File: config.mk
export PLATFORM = sky130hd
export DESIGN_NAME = rot_sched
export DESIGN_NICKNAME = d
export VERILOG_FILES = /design/src/rtl/rot_sched.sv
export SDC_FILE = /design/constraint.sdc
export NUM_CORES = 1
export LEC_CHECK = 0
export ABC_AREA = 1
export CORE_ASPECT_RATIO = 1.25
export CORE_UTILIZATION = 43
export CTS_CLUSTER_DIAMETER = 30
export CTS_CLUSTER_SIZE = 16
export DETAILED_ROUTE_END_ITERATION = 12
export GPL_ROUTABILITY_DRIVEN = 0
export PLACE_DENSITY_LB_ADDON = 0.15
export SLEW_MARGIN = 20
export SYNTH_ARGS = -nofsm -noshare
export SYNTH_HDL_FRONTEND = slang
export SYNTH_SLANG_ARGS = --single-unit
File: constraint.sdc
create_clock -name clk -period 5.15 [get_ports clk]
set_clock_uncertainty 0.15 [all_clocks]
set_input_delay 0.7725 -clock clk [delete_from_list [all_inputs] [get_ports clk]]
set_output_delay 0.7725 -clock clk [all_outputs]
set_load 0.05 [all_outputs]
File: src/rtl/rot_sched.sv
`default_nettype none
// ============================================================================
// Module   : rot_sched
// Purpose  : Round-robin time-sharing of one external 8-bit barrel rotator
//            among NREQ requesters; iterates the rotator once per cycle.
// Revision : 1.0
// ============================================================================
module rot_sched #(
  parameter int NREQ = 4,
  parameter int IDW  = 2
) (
  input  logic              clk,
  input  logic              rst_n,
  input  logic [NREQ-1:0]   req_valid,
  output logic [NREQ-1:0]   req_ready,
  input  logic [8*NREQ-1:0] req_data,
  input  logic [3*NREQ-1:0] req_ctr,
  input  logic [NREQ-1:0]   req_dir,
  input  logic [4*NREQ-1:0] req_steps,
  output logic              resp_valid,
  input  logic              resp_ready,
  output logic [7:0]        resp_data,
  output logic [IDW-1:0]    resp_id,
  output logic              busy,
  output logic [7:0]        rot_data,
  output logic [2:0]        rot_ctr,
  output logic              rot_dir,
  input  logic [7:0]        rot_out
);

  typedef enum logic [1:0] {
    IDLE = 2'd0,
    RUN  = 2'd1,
    DONE = 2'd2
  } state_t;

  state_t         r_state;
  logic [7:0]     r_work;
  logic [3:0]     r_cnt;
  logic [IDW-1:0] r_id;
  logic [IDW-1:0] r_last;
  logic [7:0]     r_rot_data;
  logic [2:0]     r_rot_ctr;
  logic           r_rot_dir;

  logic            w_found;
  logic [IDW-1:0]  w_idx;
  logic [NREQ-1:0] w_grant;
  logic [7:0]      w_data;
  logic [2:0]      w_ctr;
  logic            w_dir;
  logic [3:0]      w_steps;

  // Search upward from the requester after the last grant, wrapping at NREQ.
  always_comb begin
    logic [IDW-1:0] cand;
    cand    = r_last;
    w_found = 1'b0;
    w_idx   = '0;
    for (int k = 0; k < NREQ; k++) begin
      cand = (cand == IDW'(NREQ - 1)) ? '0 : cand + IDW'(1);
      if (!w_found && req_valid[cand]) begin
        w_found = 1'b1;
        w_idx   = cand;
      end
    end
  end

  always_comb begin
    w_grant = '0;
    if (r_state == IDLE && w_found)
      w_grant[w_idx] = 1'b1;
  end

  always_comb begin
    w_data  = req_data[8*w_idx +: 8];
    w_ctr   = req_ctr[3*w_idx +: 3];
    w_dir   = req_dir[w_idx];
    w_steps = req_steps[4*w_idx +: 4];
  end

  // rot_* registers shadow the working operand only while passes remain,
  // so they keep the last value actually presented to the rotator.
  always_ff @(posedge clk or negedge rst_n) begin
    if (!rst_n) begin
      r_state    <= IDLE;
      r_work     <= 8'h00;
      r_cnt      <= 4'd0;
      r_id       <= '0;
      r_last     <= IDW'(NREQ - 1);
      r_rot_data <= 8'h00;
      r_rot_ctr  <= 3'd0;
      r_rot_dir  <= 1'b0;
    end else begin
      case (r_state)
        IDLE: begin
          if (w_found) begin
            r_work <= w_data;
            r_cnt  <= w_steps;
            r_id   <= w_idx;
            r_last <= w_idx;
            if (w_steps != 4'd0) begin
              r_state    <= RUN;
              r_rot_data <= w_data;
              r_rot_ctr  <= w_ctr;
              r_rot_dir  <= w_dir;
            end else begin
              r_state <= DONE;
            end
          end
        end
        RUN: begin
          r_work <= rot_out;
          r_cnt  <= r_cnt - 4'd1;
          if (r_cnt == 4'd1)
            r_state <= DONE;
          else
            r_rot_data <= rot_out;
        end
        DONE: begin
          if (resp_ready)
            r_state <= IDLE;
        end
        default: r_state <= IDLE;
      endcase
    end
  end

  assign req_ready  = w_grant;
  assign resp_valid = (r_state == DONE);
  assign resp_data  = r_work;
  assign resp_id    = r_id;
  assign busy       = (r_state != IDLE);
  assign rot_data   = r_rot_data;
  assign rot_ctr    = r_rot_ctr;
  assign rot_dir    = r_rot_dir;

endmodule
`default_nettype wire

Word level (Yosys, flattened, before mapping)
Index checks and enable logic that the tools add are counted.

word-level totals
  input port bits = 79
  output and inout bits = 28
  word-level logic and storage cells = 90
  register bits = 30

cells by class
  $mul = 1
  equal/unequal tests = 12
  $lt $le $gt $ge = 6
  reductions and logical operators = 17
  shift-type cells = 3
  mux-type cells = 38
  $add $sub $neg = 5

operators by type and width
  operator                                                                 count
  8-bit 2-to-1 mux                                                         4
  8-bit case mux with 2 select lines                                       2
  32-bit by 6-bit variable part select with 8-bit output                   1
  2-bit 2-to-1 mux                                                         12
  16-bit by 5-bit variable part select with 4-bit output                   1
  2-bit by 3-bit < comparator with 1-bit output, second input constant     5
  12-bit by 5-bit variable part select with 3-bit output                   1
  1-bit binary-select mux with 2-bit select                                5
  2-bit equality test, second input constant                               5
  1-bit 2-to-1 mux                                                         10
  2-bit by 1-bit adder with 2-bit output, second input constant            4
  4-bit 2-to-1 mux                                                         2
  4-bit case mux with 2 select lines                                       1
  2-bit inequality test, second input constant                             3
  2-bit case mux with 3 select lines                                       1
  3-bit AND reduction                                                      2
  1-bit logical AND                                                        5
  4-bit by 1-bit equality test with 1-bit output, second input constant    1
  2-bit by 2-bit multiplier with 4-bit output, first input constant        1
  2-bit by 1-bit inequality test with 1-bit output, second input constant  2
  2-bit AND reduction                                                      2
  4-bit AND reduction                                                      1
  2-bit nonzero test                                                       2
  4-bit nonzero test                                                       1
  6 further kinds                                                          8

Logic depth before layout (Yosys ltp)
  depth after elaboration = 19
  depth in mapped cells = 21
  depth with buffers taken out = 19

Least setup slack after synthesis
No wires, ideal clock.

  path type = register to output
  start = reg r_last[0]
  end = out req_ready[1]
  required time = 4228 ps
  data arrival time = 3107 ps
  stages on the path, launching flop included = 14
  path slack = 1121 ps
  cells stage by stage = dfstp_2 > ha_1 > buf_2 > inv_1 > nand2_1 > nand2_1 > nand2_1 > nand2_4 > nand4_4 > nand3_4 > nand2_4 > buf_8 > clkbuf_1 > nor3_1

between the ends
  word-level cells in the longest chain between the ends = 19

RTL lines
  what                                                                                                    RTL line  RTL
  from (decl)                                                                                             41        logic [IDW-1:0] r_last;
  from (signal assigned)                                                                                  90        r_last <= IDW'(NREQ - 1);
  from (signal assigned)                                                                                  101       r_last <= w_idx;
  2-bit by 1-bit adder with 2-bit output or 2-bit equality test (tied branches)                           61        cand = (cand == IDW'(NREQ - 1)) ? '0 : cand + IDW'(1);
  2-bit 2-to-1 mux (*)                                                                                    61
  parallel branches: the longest is 16 deep, another holds 2-bit by 3-bit < comparator with 1-bit output  -
  4-bit 2-to-1 mux (*)                                                                                    71        if (r_state == IDLE && w_found)
  to (decl)                                                                                               15        output logic [NREQ-1:0] req_ready,

Mark *: on every way between the ends. The select of a mux whose other input is x is not followed.

Worst setup path in the final report
Ends and elaborated chain as after synthesis.

==> key figures <==
Finish
  • Area growth syn-to-layout: 48.8%
  • Layout cell share with drive strength beyond 1: 11.0%
  • Count of inserted antenna diode cells: 0
  • Final core utilization: 66.6%
  • Post-layout nets: 543
  • Cell area after layout: 3620 um^2

Global route
  • Overall global routing resource usage: 22.3%
  • GRT met1 Usage: 23.7%
  • Pin count of the biggest net entering global routing: 52
  • Busiest layer in global routing: met2
  • Total overflow reported by the global router: 0
  • Met2 usage in global routing: 42.4%
  • Met3 capacity usage during global routing: 5.64%
  • Wire length of the first global-routing pass: 10.8 mm
  • Number of antenna violations at the first check in global routing: 0
  • Number of global-route vias before repair: 2549

Synthesis
  • Cell area after synthesis: 2430 um^2
  • Average instance area after synthesis: 6.80 um^2
  • Top-area cell type share of the netlist area: 28.8%
  • Prevailing post-synth register cell: dfrtp_1
  • Synthesized Nets: 440
  • Number of synthesized flops with an enable pin: 0
  • Sequential-to-total area share from yosys stat: 30.9%
  • Async S/R FF share, synth: 100%
  • Post-synthesis cell type with the largest combined area: dfrtp_1
  • Synthesized instance count: 358
  • Number of distinct library cells after synthesis: 33
  • Ys Warns: 0
  • Cell types with the largest area share after synthesis: dfrtp_1 (29%), nand2_1 (17%), inv_1 (7.4%), nand3_1 (6.2%), o211ai_1 (5.5%)
  • Flops & latches, synth: 30

Floorplanning
  • DIE WIDTH: 69.3 um
  • Die boundary height: 86.1 um
  • Site Rows: 30
  • Area of the placeable core: 5440 um^2
  • Initial standard-cell utilization of the core: 44.7%
  • Die Footprint: 5970 um^2
  • IO Pins: 107

Critical path
  • Worst Path Required: 4230 ps
  • Endpoint of the lowest-slack register-to-register path: resp_data[6]$_DFFE_PN0P_
  • Number of cells traversed by the worst register-to-register path: 14
  • Worst reg2reg startpoint: r_last[0]$_DFFE_PN1P_
  • Crit start category: register
  • Data arrival time of the critical path: 3460 ps
  • Crit Path Category: register to output pin
  • Highest net fanout along the worst path: 51
  • Register-to-register setup slack: 1670 ps
  • CP Capture Type: output pin

Min path
  • Type of the worst min-delay path: register to register
  • Hold Path Depth: 2
  • End of the worst hold path: rot_ctr[2]$_DFFE_PN0P_
  • Worst Hold Launch: rot_ctr[2]$_DFFE_PN0P_

Routing
  • Detail-routed net length per standard cell: 12.3 um
  • Antenna viol nets, final: 0
  • Router iterations before antenna repair: 5
  • Detailed-route DRC error count: 0
  • Overall via count from detail_route: 2684
  • Starting DRT DRC Count: 76
  • Total wire length after detailed routing: 6.47 mm
  • Via-to-Cell Ratio: 5.10

Timing
  • Final cycle utilization of the critical path: 85.2%
  • Final setup fails: 0
  • Post-Route Hold Slack: 324 ps
  • Setup repair after global routing missed its margin: false
  • Setup TNS Final: 0 ps
  • FMAX: 228 MHz
  • Worst slew margin: 49.5%
  • Worst Max-Slew Pin Slew: 755 ps
  • Count of final max-slew check failures: 0
  • Final hold violation count: 0
  • Final critical path time including I/O delays and setup: 4390 ps

Clocking
  • Number of levels the H-tree was split into: 2
  • Post-CTS setup buffers: 0
  • CTS root buf: clkbuf_8
  • Hold_buf cts: 0
  • Clock latency reported for the late side of the worst-skew pair: 280 ps
  • Number of buffers added by the clock tree synthesis step: 5
  • Total of cells resized after clock tree synthesis: 0
  • Clk buf depth: 2
  • Clk pin slew, worst setup/hold paths: 60 ps
  • Clk sinks: 30
  • TritonCTS clock tree: done

Outcome
  • Status: finished clean

Placed design
  • Post-detail-place hpwl: 5.13 mm
  • Port Buffers: 106
  • Post-Place Cell Area: 3510 um^2

Run
  • Max Cap Viol: 0
layout make-up:
class                      instances  area (um^2)
clock buffer                       5         68.8
clock inverter                     3         40.0
fill                             493         1820
inverter                          53          199
multi-input combinational        261         1400
sequential                        30          753
tap                               64         80.1
timing repair buffer             110         1090
flip-flops by register name (all words and copies together), names as in the netlist:
name,flops
r_state,2
rot_data,8
r_cnt,4
r_last,2
rot_dir,1
rot_ctr,3
resp_data,8
resp_id,2
Yosys cell counts (5+ instances only):
| library cell | instances |
|---|---|
| nor2_1 | 28 |
| buf_2 | 9 |
| o22ai_1 | 5 |
| o21ai_0 | 10 |
| dfrtp_1 | 28 |
| nand3_1 | 30 |
| a31oi_1 | 8 |
| nand2_1 | 113 |
| inv_1 | 48 |
| nand2_4 | 6 |
| o211ai_1 | 18 |
| nand2_2 | 8 |
| nand3_2 | 12 |
cells in the final DEF, fill, tap and decap left out, drive strengths merged, types with 2 or more instances in the layout:
master and count:
a31oi 8, o211ai 18, nand2 127, dfstp 2
inv 51, nand3b 3, clkinv 4, buf 6
nand3 43, clkdlybuf4s50 104, a21oi 4, ha 3
dfrtp 28, o21ai 11, nand4 3, nor2 31
clkbuf 5, o22ai 5
stage by stage:
| step | instances | worst slack (ps) |
|---|---|---|
| floorplan | 358 | 1120 |
| global placement | 518 | 920 |
| detailed placement | 518 | 834 |
| CTS | 526 | 758 |
| global route | 526 | 508 |
| finish | 526 | 764 |
per-layer routing:
layer  part of all wire (%)  vias up
met2                     52       98
met3                    6.8       13
met5                      0        -
met1                     39     1208
met4                    2.0        0
li1                       -     1365
worst max-delay path: stages (launching register included):
cell and delay, ps:
dfstp_2 600, ha_1 330, inv_1 170, nand2_1 120, nand2_2 110, nand2_2 70, nand2_4 90, nand3_2 90
nand3_2 190, nand2_4 300, nor3_1 270, clkdlybuf4s50_1 840
how the worst max path moves through the flow:
| stage | startpoint | slack [ps] | end |
|---|---|---|---|
| after floorplan | r_last[0]$_DFFE_PN1P_ | 1120 | req_ready[1] |
| after global placement | req_valid[3] | 920 | req_ready[1] |
| after detailed placement | req_valid[3] | 830 | req_ready[1] |
| after CTS | r_last[0]$_DFFE_PN1P_ | 760 | req_ready[1] |
| after global routing | r_last[0]$_DFFE_PN1P_ | 510 | req_ready[2] |
| final | r_last[0]$_DFFE_PN1P_ | 760 | req_ready[1] |
cell families (layout without fill, tap and decap cells):
group,Yosys count,after routing,share of synthesized area (%)
adders and majority gates,3,3,1.54
buffers and inverters,67,171,11.7
DFF,30,30,30.9
AOI/OAI and AO/OA,48,48,13.1
xor gates and xnor gates,1,1,0.360
and+or+nand+nor,209,209,42.3
Power is not shown: default switching activity piles up to over one toggle a cycle in this logic, so the estimate is an artifact.
